## src/rtl/log18_q3_12_seq.sv

```systemverilog
// rtl/log18_q3_12_seq.sv - serial linear Q3.12 to 18-bit log2 converter
module log18_q3_12_seq #(
  parameter logic [17:0] LOG_ZERO = 18'h20000,
  parameter int          EXP_TOP  = 2
) (
  input  logic        clk,
  input  logic        rst,
  input  logic        in_valid,
  output logic        in_ready,
  input  logic [15:0] in_data,
  output logic        out_valid,
  input  logic        out_ready,
  output logic [17:0] out_log,
  output logic        out_sign,
  output logic        out_zero
);

  localparam logic [1:0] IDLE = 2'd0;
  localparam logic [1:0] NORM = 2'd1;
  localparam logic [1:0] DONE = 2'd2;

  localparam logic [5:0] EXP_INIT = 6'(EXP_TOP);

  logic [1:0]  state_q, state_d;
  logic [14:0] sr_q, sr_d;
  logic [5:0]  exp_q, exp_d;
  logic [17:0] log_q, log_d;
  logic        sign_q, sign_d;
  logic        zero_q, zero_d;

  logic [15:0] neg_w;
  logic [14:0] mag_w;

  // Magnitude of the incoming sample; -8.0 has no positive twin and saturates.
  always_comb begin
    neg_w = (~in_data) + 16'd1;
    mag_w = in_data[14:0];
    if (in_data[15]) begin
      if (in_data == 16'h8000) begin
        mag_w = 15'h7FFF;
      end else begin
        mag_w = neg_w[14:0];
      end
    end
  end

  // Next-state logic: accept, shift one bit per clock until bit 14 is set, then hold.
  always_comb begin
    state_d = state_q;
    sr_d    = sr_q;
    exp_d   = exp_q;
    log_d   = log_q;
    sign_d  = sign_q;
    zero_d  = zero_q;
    case (state_q)
      IDLE: begin
        if (in_valid) begin
          sign_d = in_data[15];
          if (mag_w == 15'd0) begin
            log_d   = LOG_ZERO;
            zero_d  = 1'b1;
            state_d = DONE;
          end else begin
            sr_d    = mag_w;
            exp_d   = EXP_INIT;
            state_d = NORM;
          end
        end
      end
      NORM: begin
        if (sr_q[14]) begin
          // Mitchell fraction: the bits below the leading one, low two truncated.
          log_d   = {exp_q, sr_q[13:2]};
          zero_d  = 1'b0;
          state_d = DONE;
        end else begin
          sr_d  = {sr_q[13:0], 1'b0};
          exp_d = exp_q - 6'd1;
        end
      end
      DONE: begin
        if (out_ready) begin
          state_d = IDLE;
        end
      end
      default: begin
        state_d = IDLE;
      end
    endcase
  end

  // State and result registers with synchronous reset that discards any in-flight sample.
  always_ff @(posedge clk) begin
    if (rst) begin
      state_q <= IDLE;
      sr_q    <= 15'd0;
      exp_q   <= 6'd0;
      log_q   <= 18'd0;
      sign_q  <= 1'b0;
      zero_q  <= 1'b0;
    end else begin
      state_q <= state_d;
      sr_q    <= sr_d;
      exp_q   <= exp_d;
      log_q   <= log_d;
      sign_q  <= sign_d;
      zero_q  <= zero_d;
    end
  end

  // Handshake flags decode straight from state so they cannot disagree with it.
  always_comb begin
    in_ready  = (state_q == IDLE);
    out_valid = (state_q == DONE);
    out_log   = log_q;
    out_sign  = sign_q;
    out_zero  = zero_q;
  end

endmodule

```

## config.mk

```make
export PLATFORM = sky130hd
export DESIGN_NAME = log18_q3_12_seq
export DESIGN_NICKNAME = d
export VERILOG_FILES = /design/src/rtl/log18_q3_12_seq.sv
export SDC_FILE = /design/constraint.sdc
export NUM_CORES = 1
export LEC_CHECK = 0
export ABC_AREA = 1
export CORE_AREA = 4 4 82 84
export CTS_BUF_LIST = sky130_fd_sc_hd__clkbuf_4
export CTS_CLUSTER_DIAMETER = 40
export DETAILED_ROUTE_END_ITERATION = 8
export DIE_AREA = 0 0 86 88
export PLACE_DENSITY = 0.73
export SETUP_SLACK_MARGIN = 0.3
export SLEW_MARGIN = 20
export SYNTH_ARGS = -nofsm -noshare
export SYNTH_HDL_FRONTEND = slang
export SYNTH_SLANG_ARGS = --single-unit
```

## constraint.sdc

```tcl
create_clock -name clk -period 2.5 [get_ports clk]
set_input_delay 0.75 -clock clk [delete_from_list [all_inputs] [get_ports clk]]
set_output_delay 0.75 -clock clk [all_outputs]
set_load 0.02 [all_outputs]
```

==> results of run 1 <==
kinds of logic after synthesis:
family / after synthesis
flops: 43
buf+inv: 69
xor+xnor: 4
simple gates: 258
compound gates: 50
fa+ha+maj: 2
critical path, delay by kind of cell:
kind,cells,cell delay (ns)
AOI/OAI and AO/OA,1,0.10
buffers and inverters,6,0.67
and+or+nand+nor,9,1.06
worst paths after layout:
kind / start / endpoint / slack (ns) / cells past startpoint
max: in_data[0] / sr_q[14] / 0.20 / 16
min: out_log[10] / out_log[10] / 0.48 / 2
max reg2reg: state_q[0] / out_log[11] / 0.58 / 11
min reg2reg: out_log[10] / out_log[10] / 0.48 / 2
cells in the final DEF (no fill, tap or decap), types with 2 or more instances in the layout:
master,netlist,routed
nand2_1,85,71
a21oi_2,0,4
dlygate4sd2_1,0,6
nor2_4,1,18
nor2_1,106,73
clkdlybuf4s50_1,0,23
buf_12,0,3
clkbuf_2,0,3
o21ai_0,28,11
a21oi_1,14,10
buf_2,3,6
buf_4,3,59
clkbuf_4,0,6
o21ai_2,1,16
buf_6,5,10
nand2_4,1,4
nand3_4,0,4
nand2_8,0,4
nor2_2,6,22
nand3_2,4,6
nand3_1,42,36
nand3b_1,4,4
inv_1,46,39
xnor2_1,2,2
a22o_1,4,4
nand2_2,4,14
xor2_1,2,2
dfxtp_1,43,43
inv_2,4,10
nand4_1,3,3
metal layers:
| layer | global-route usage | part of all wire | vias to the layer above |
|---|---|---|---|
| met4 | 0.0748 | 0.019 | 0 |
| met3 | 0.0386 | 0.056 | 17 |
| met1 | 0.252 | 0.41 | 1429 |
| met5 | 0 | 0 | - |
| li1 | - | - | 1561 |
| met2 | 0.359 | 0.51 | 117 |
power groups by stage:
stage          Combinational, mW  Sequential (mW)  Clock (mW)
4_1_cts                     1.04            0.856       0.442
3_3_place_gp               0.894            0.866           0
3_5_place_dp               0.913            0.870           0
6_report                    1.18            0.867       0.436
2_1_floorplan              0.546            0.910           0
5_1_grt                     1.29            0.878       0.476
registers in the layout (all words and copies together), names as in the netlist:
register	count
out_log	18
exp_q	6
sr_q	15
state_q	2
out_zero	1
out_sign	1
stage by stage:
step	instances	hold WS (ns)	area, um2	TNS (ns)	power (mW)
final	609	0.484	4160	0	2.49
after detailed placement	572	0.467	3420	-21.07	1.78
after floorplan	426	0.454	2650	0	1.46
after global routing	609	0.519	4160	0	2.64
after CTS	603	0.488	3870	0	2.34
after global placement	572	0.463	3420	-17.37	1.76
final cells by class:
type | count | area (um2) | area share
multi-input combinational | 317 | 1890 | 0.456
clock inverter | 1 | 30.0 | 0.00722
sequential | 43 | 861 | 0.207
clock buffer | 6 | 45.0 | 0.0108
tap | 75 | 93.8 | 0.0226
timing repair buffer | 113 | 996 | 0.240
inverter | 52 | 210 | 0.0506
timing repair inverter | 2 | 27.5 | 0.00662
repair_timing:
| item | 4_1_cts | 5_1_grt |
|---|---|---|
| cloned | 5 | 1 |
| setup buffers | 19 | 5 |
| setup endpoints to repair | 44 | 42 |
| gates resized for setup | 99 | 80 |
| pin swaps | 27 | 53 |
==> impl_results.md, run 1 <==
- Final core utilization: 0.702
- Unrepaired setup endpoints after global routing: yes
- Fmax: roughly 0.43 GHz
- Detail Route Antenna Nets: 0
- Core area: approximately 5900 um2
- Fraction of layout cells with a size suffix above 1: 0.371
- Sw Share: 0.389
- Ant diodes: 0
- Post-synth EDFFs: 0
- DP HPWL: ~5.1 mm
- Hold Crit Class: register to register
- Total CTS buffers: 5
- Slew headroom: 0.619
- Vias in the first global route: 2800
- Die H: between 80 and 90 um
- Hold_buf cts: 0
- Clk slew on worst S/H paths: between 0.1 and 0.15 ns
- # H-tree levels: 2
- Die width: approximately 86 um
- Initial Util: 0.443
- Worst Path Required: between 2 and 3 ns
- Crit Path Category: input pin to register
- Post-route setup slack: roughly 0.20 ns
- Outcome: complete, no violations
- Largest family of logic cells by synthesized area: simple AND/OR/NAND/NOR gates
- Switching power: a little under 1 mW
- Compound-Gate Fraction of Synth Area: 0.105
- Synthesized area per cell: between 6 and 7 um2
- Synthesized flop and latch total: 43
- Simple-gate share of the synthesized area: 0.424
- Register area share after synthesis: 0.328
- Sequential Power Share: 0.349
- Min Tclk post-route: 2.30 ns
- Die area: around 7600 um2
- Total GRT Usage: 0.206
- Area Growth Syn to Fin: 58.5%
- DR WL/cell: between 10 and 15 um
- Worst skew pair latency: about 0.35 ns
- Worst Tran Pin Value: between 0.5 and 0.6 ns
- Slowest-stage cell, CP: nand4_1
- Gate power share: 0.476
- Most common cell in the synthesized netlist: nor2_1
- CP cell instances: buf_6 > inv_2 > buf_4 > nand2_2 > nand2_4 > nand3_1 > nand2_1 > inv_1 > nor2_1 > nand2_1 > nor2_4 > nand4_1 > buf_4 > buf_6 > a21oi_2 > nor2_1
- First-pass iteration count of the detailed router: 5
- Pre-CTS WS: -0.614 ns
- WL final: 8.29 mm
- Mapped Nets: around 450
- Final count of hold timing violations: 0
- NumNets Final: 556
- DR vias/cell: approximately 5.1
- FILL cells: 453
- I/O Pins: between 40 and 50
- Fraction of synthesized area in multiplexers: 0
- Top cells by count, synth: nor2_1 (106), nand2_1 (85), inv_1 (46)
- Ys Warns: 0
- Data arrival, critical path: around 2.6 ns
- Async set or reset register ratio after synthesis: 0
- Gpl congestion: 0.867
- Peak supply drop: between 300 and 400 uV
- Clock root cell: clkbuf_4
- Startpoint class of the critical path: input pin
- Final setup viols: 0
- Unique masters post-synth: 31
- Initial DRC count: between 200 and 250
- Total power density per cell area: around 600 nW/um2
- Synth Area in Adders: 0.00954
- Number of port buffers: between 40 and 50
- Post-synthesis xor/xnor area fraction: 0.0134
- Synth Instances: between 400 and 500
- Initial antenna violation count: 0
- # rows: 28
- Yosys top cell by area: dfxtp_1
- Post-synth top area share: 0.328
- DRC Markers: 0
- Crit share post-route: 0.920
- Mapped cell area: roughly 2600 um2
- Max Buffers Root-to-Sink: 2
- CP peak stage delay: 0.22 ns
- CTS tree: yes
- Critical path capture point type: register
- Count of pins over their slew limit: 0
- Largest net degree at the start of global routing: 27
- Global route overflow: 0
- Clock group share of total power: 0.175
- Top FF cell, synth: dfxtp_1
- Pint: around 1.5 mW
- Clock sink count: between 40 and 50
- First-pass GRT wire length: between 10 and 15 mm
- Crit path max fanout: 6
- Top cells by area, synth: dfxtp_1 (33%), nor2_1 (15%), nand2_1 (12%)
- Final Skew: between 0.01 and 0.015 ns
- Routed vias: 3124
- Max Cap Viol: 0
- Leak: approximately 1.9 nW
(Power assumes the default switching activity.)
==> inputs of run 2 (changes only) <==
CTS_BUF_LIST = sky130_fd_sc_hd__clkbuf_8   (was sky130_fd_sc_hd__clkbuf_4)
==> run 2 against run 1 <==
Effect of this change: fmax shrank 0.84%; sequential power is 0.8% lower; critical endpoint is now sr_q[10]; power increased by 4.0%; first-iteration DRC count up 5.9%; highest routed layer unchanged; clock skew is 0.0058 ns lower; sequential share of layout area shrank 0.45 points; count of clock-buffer cells in the layout shrank 1; largest cell class unchanged.
==> impl_results.md, run 2 (synthesis results as in run 1) <==
- Worst skew pair latency: about 0.30 ns
- First-pass GRT wire length: 12.9 mm
- Non-filler cells, final: about 610
- Count of pins over their slew limit: 0
- Post-layout instance area: ~4200 um2
- I/O Pins: 42
- Placed cell area: around 3400 um2
- Final count of hold timing violations: 0
- Clk slew on worst S/H paths: ~0.07 ns
- Fraction of layout cells with a size suffix above 1: 0.384
- Max Cap Viol: 0
- Vias in the first global route: ~2800
- Ant diodes: 0
- Die H: 88 um
- Largest net degree at the start of global routing: 27
- Placed insts: between 500 and 600
- DRC Markers: 0
- Total power: around 2.6 mW
- Detail Route Antenna Nets: 0
- Unrepaired setup endpoints after global routing: yes
- Total CTS buffers: 5
- Number of port buffers: between 40 and 50
- Global route overflow: 0
- Die width: roughly 86 um
- Total power density per cell area: a little over 600 nW/um2
- Initial Util: 0.443
- Area Growth Syn to Fin: 62.0%
- Worst Tran Pin Value: between 0.5 and 0.6 ns
- Initial antenna violation count: 0
- DP HPWL: around 5.1 mm
- Startpoint class of the critical path: input pin
- Crit Path Category: input pin to register
- Leading cell type in the layout, fill and taps excluded: nor2_1
- Crit path max fanout: 6
- Final Skew: 0.00710 ns
- Clock root cell: clkbuf_8
- DR WL/cell: around 13 um
- Worst Path Required: roughly 2.7 ns
- Data arrival, critical path: roughly 2.5 ns
- Largest register FFs: 18
- Final setup viols: 0
- Setup Total Neg Slack: 0 ns
- Outcome: complete, no violations
- Leak: between 1.5 and 2 nW
- Gpl congestion: 0.867
- FILL cells: 435
- NumNets Final: 559
- Clock sink count: 43
- DR vias/cell: around 5.0
- Hold Crit Class: register to register
- # H-tree levels: 2
- Die area: ~7600 um2
- Min Tclk post-route: about 2.3 ns
- # rows: 28
- Slew headroom: 0.650
- Core area: between 5000 and 6000 um2
- Initial DRC count: ~250
- Most frequent cells in the layout: nor2_1 (71), nand2_1 (68), buf_4 (51)
- Max Buffers Root-to-Sink: 2
- Routed vias: 3079
- Fmax: 0.431 GHz
- Peak supply drop: between 300 and 400 uV
- Final core utilization: 0.718
- Critical path capture point type: register
- WL final: between 8 and 9 mm
- Total GRT Usage: 0.210
- CTS tree: yes
- Crit share post-route: 0.928
- First-pass iteration count of the detailed router: 4
[run 2: cell type report]
| cell class | instances | area [um2] | area share |
|---|---|---|---|
| Timing Repair inverter | 2 | 25.0 | 0.00589 |
| Clock buffer | 5 | 68.8 | 0.0162 |
| Tap cell | 75 | 93.8 | 0.0221 |
| Sequential cell | 43 | 861 | 0.203 |
| Inverter | 52 | 218 | 0.0512 |
| Multi-Input combinational cell | 316 | 1870 | 0.440 |
| Clock inverter | 2 | 33.8 | 0.00795 |
| Timing Repair Buffer | 117 | 1080 | 0.254 |
[run 2: final timing paths]
path | start | end | slack [ns] | cells past startpoint
max | in_data[1] | sr_q[10] | 0.18 | 17
min | out_log[4] | out_log[4] | 0.48 | 2
max reg2reg | state_q[1] | out_log[9] | 0.66 | 8
min reg2reg | out_log[4] | out_log[4] | 0.48 | 2
[run 2: critical path, stage by stage]
cell      delay (ns)
buf_8           0.10
inv_6           0.05
ha_4            0.15
nand2_4         0.07
nor2_4          0.17
nand3_4         0.12
buf_6           0.14
nand2_2         0.05
nand2_2         0.06
nand3b_1        0.09
nor2_2          0.05
nand4_1         0.16
nand3_4         0.14
buf_12          0.16
buf_16          0.14
nor2_2          0.07
nor2_1          0.04
[run 2: repair_timing]
action                                  4_1_cts  5_1_grt
gates cloned                                  5        0
pin swaps                                    62       32
hold buffers                                  0        0
resized for setup                           135       62
endpoints found under the setup margin       44       42
setup buffers                                25        3
[run 2: routing by layer]
layer  up-vias  wire, um  GRT usage
met5         -         0          0
met1      1393      3360      0.259
met4         0       189     0.0763
met2       108      4050      0.369
met3        19       505     0.0339
li1       1559         -          -
[run 2: power breakdown]
part / switching (mW) / internal, mW
clock: 0.229 / 0.289
sequential: 0.0640 / 0.796
combinational: 0.676 / 0.533
total: 0.968 / 1.62
[run 2: metrics by stage]
stage | hold slack, ns | setup WS, ns
after floorplan | 0.454 | 0.146
after global placement | 0.463 | -0.512
after detailed placement | 0.467 | -0.614
after CTS | 0.476 | 0.205
after global routing | 0.485 | 0.0695
final | 0.476 | 0.180
==> inputs of run 3 (changes only) <==
CORE_AREA = 2 2 80 82   (was 4 4 82 84)
CTS_BUF_LIST = sky130_fd_sc_hd__clkbuf_16   (was sky130_fd_sc_hd__clkbuf_8)
DIE_AREA = 0 0 82 84   (was 0 0 86 88)
==> run 3 against run 2 <==
Effect of this change: register-to-register slack worse by 0.34 ns; sequential share of layout area up 1.5 points; wire length down 6.1%.
==> impl_results.md, run 3 (synthesis results as in run 1) <==
- Outcome: complete, no violations
- Reg2Reg Launch Point: state_q[0]
- Initial antenna violation count: 0
- Area Growth Syn to Fin: 50.8%
- WL final: between 7 and 8 mm
- Total CTS buffers: 5
- Initial DRC count: 189
- DRC Markers: 0
- Die width: 82 um
- Slew headroom: 0.647
- Post-layout instance area: ~4000 um2
- Max Cap Viol: 0
- Largest register FFs: 18
- First-pass iteration count of the detailed router: 5
- Placed cell area: around 3400 um2
- CTS tree: yes
- Number of port buffers: 41
- CP top delay family: buffers and inverters
- CP peak stage delay: about 0.23 ns
- Data arrival, critical path: 2.56 ns
- Clock sink count: 43
- Worst Path Required: 2.67 ns
- # H-tree levels: 2
- Die H: ~84 um
- Fmax: between 0.4 and 0.5 GHz
- Final Skew: 0.00627 ns
- Total power density per cell area: ~670 nW/um2
- Worst R2R Path Depth: 10
- Hold Startpoint: out_log[6]
- Die area: a little under 7000 um2
- Max Buffers Root-to-Sink: 2
- Multi-input gate area: 1750 um2
- Leak: roughly 1.9 nW
- Final setup viols: 0
- I/O Pins: 42
- Hold endpoint: out_log[6]
- Largest net degree at the start of global routing: 34
- Initial Util: 0.430
- Final Hold Slack: between 0.4 and 0.5 ns
- Hold Crit Class: register to register
- DP HPWL: roughly 5.0 mm
- Worst Tran Pin Value: between 0.5 and 0.6 ns
- Worst path bufs/invs: 7
- First-pass GRT wire length: 12.4 mm
- Crit path max fanout: 3
- Critical path capture point type: register
- DR WL/cell: approximately 13 um
- Reg area: 861 um2
- NumNets Final: between 500 and 600
- Fraction of layout cells with a size suffix above 1: 0.308
- Clk slew on worst S/H paths: about 0.060 ns
- Vias in the first global route: approximately 2800
- Routed vias: between 3000 and 4000
- Count of pins over their slew limit: 0
- Crit share post-route: 0.953
- Unrepaired setup endpoints after global routing: yes
- CP most frequent cell: buf_4
- Clock root cell: clkbuf_16
- Most frequent cells in the layout: nor2_1 (85), nand2_1 (71), buf_4 (59)
- FILL cells: 527
- Detail Route Antenna Nets: 0
- Total GRT Usage: 0.227
- FF-to-FF setup slack: around 0.32 ns
- Min Tclk post-route: around 2.4 ns
- # rows: 29
- Hold Path Stages: 2
- Leading cell type in the layout, fill and taps excluded: nor2_1
- Worst skew pair latency: 0.29 ns
- Final count of hold timing violations: 0
- CP Launch Point: in_data[0]
- Slowest-stage cell, CP: o21ai_0
- Crit Path Category: input pin to register
- Gpl congestion: roughly 0.84
- Startpoint class of the critical path: input pin
- Core area: ~6100 um2
- Ant diodes: 0
- Reg-to-Reg End: out_log[3]
- Peak supply drop: 394 uV
- CP cell instances: buf_8 > inv_6 > ha_4 > or2_1 > xor2_1 > inv_1 > buf_4 > buf_4 > buf_4 > buf_4 > o21ai_0 > o21ai_0 > nor2_1 > nor2_1
- DR vias/cell: between 5 and 6
- Global route overflow: 0
-- run 3: changes by cell type in the layout (fill, tap and decap cells not counted), sizes merged --
cell,delta
buf,-16
clkdlybuf4s15,-1
clkinv,+2
dlygate4sd2,+1
inv,-1
nand3,+1
-- run 3: metal layers --
metal / routed length, um / vias to the layer above / part of all wire / track usage
li1: - / 1535 / - / -
met4: 184 / 0 / 0.024 / 0.0712
met3: 391 / 16 / 0.051 / 0.0292
met1: 3130 / 1379 / 0.41 / 0.277
met5: 0 / - / 0 / 0
met2: 3900 / 103 / 0.51 / 0.403
-- run 3: what timing repair did --
action | in CTS | in global routing
setup buffers | 10 | 3
pin swaps | 31 | 26
hold buffers | 0 | 0
resized for setup | 97 | 38
cloned | 5 | 0
endpoints found under the setup margin | 44 | 42
endpoints found under the hold margin | 0 | 0
-- run 3: metrics by stage --
stage / TNS [ns] / total power [mW] / cells / utilization / setup slack, ns
after global routing: 0 / 2.82 / 600 / 0.649 / 0.0594
after detailed placement: -21.65 / 1.78 / 574 / 0.560 / -0.627
final: 0 / 2.66 / 600 / 0.649 / 0.118
after floorplan: 0 / 1.46 / 426 / - / 0.146
after global placement: -19.69 / 1.76 / 574 / 0.560 / -0.563
after CTS: 0 / 2.60 / 597 / 0.627 / 0.232
-- run 3: area by class of cell --
cell class / count / share of cell area
sequential: 43 / 0.218
tap: 77 / 0.0244
clock inverter: 3 / 0.0111
timing repair inverter: 2 / 0.00633
multi-input combinational: 317 / 0.442
timing repair buffer: 101 / 0.213
clock buffer: 5 / 0.0316
inverter: 52 / 0.0544
-- run 3: tightest hold or removal path: stages, from the launching register on --
cell and delay (ns):
dfxtp_1 0.32, nor2_1 0.05, nor2_1 0.06
-- run 3: worst max path at each step --
stage                        to  cells after the start
CTS                  out_log[7]                     14
global placement    out_log[16]                     17
detailed placement   out_log[1]                     17
global route            sr_q[2]                     14
finish                  sr_q[2]                     14
floorplan              sr_q[11]                     15
-- run 3: power breakdown --
| group | internal, mW | switching [mW] |
|---|---|---|
| Combinational | 0.450 | 0.613 |
| Clock | 0.471 | 0.265 |
| Sequential | 0.797 | 0.0640 |
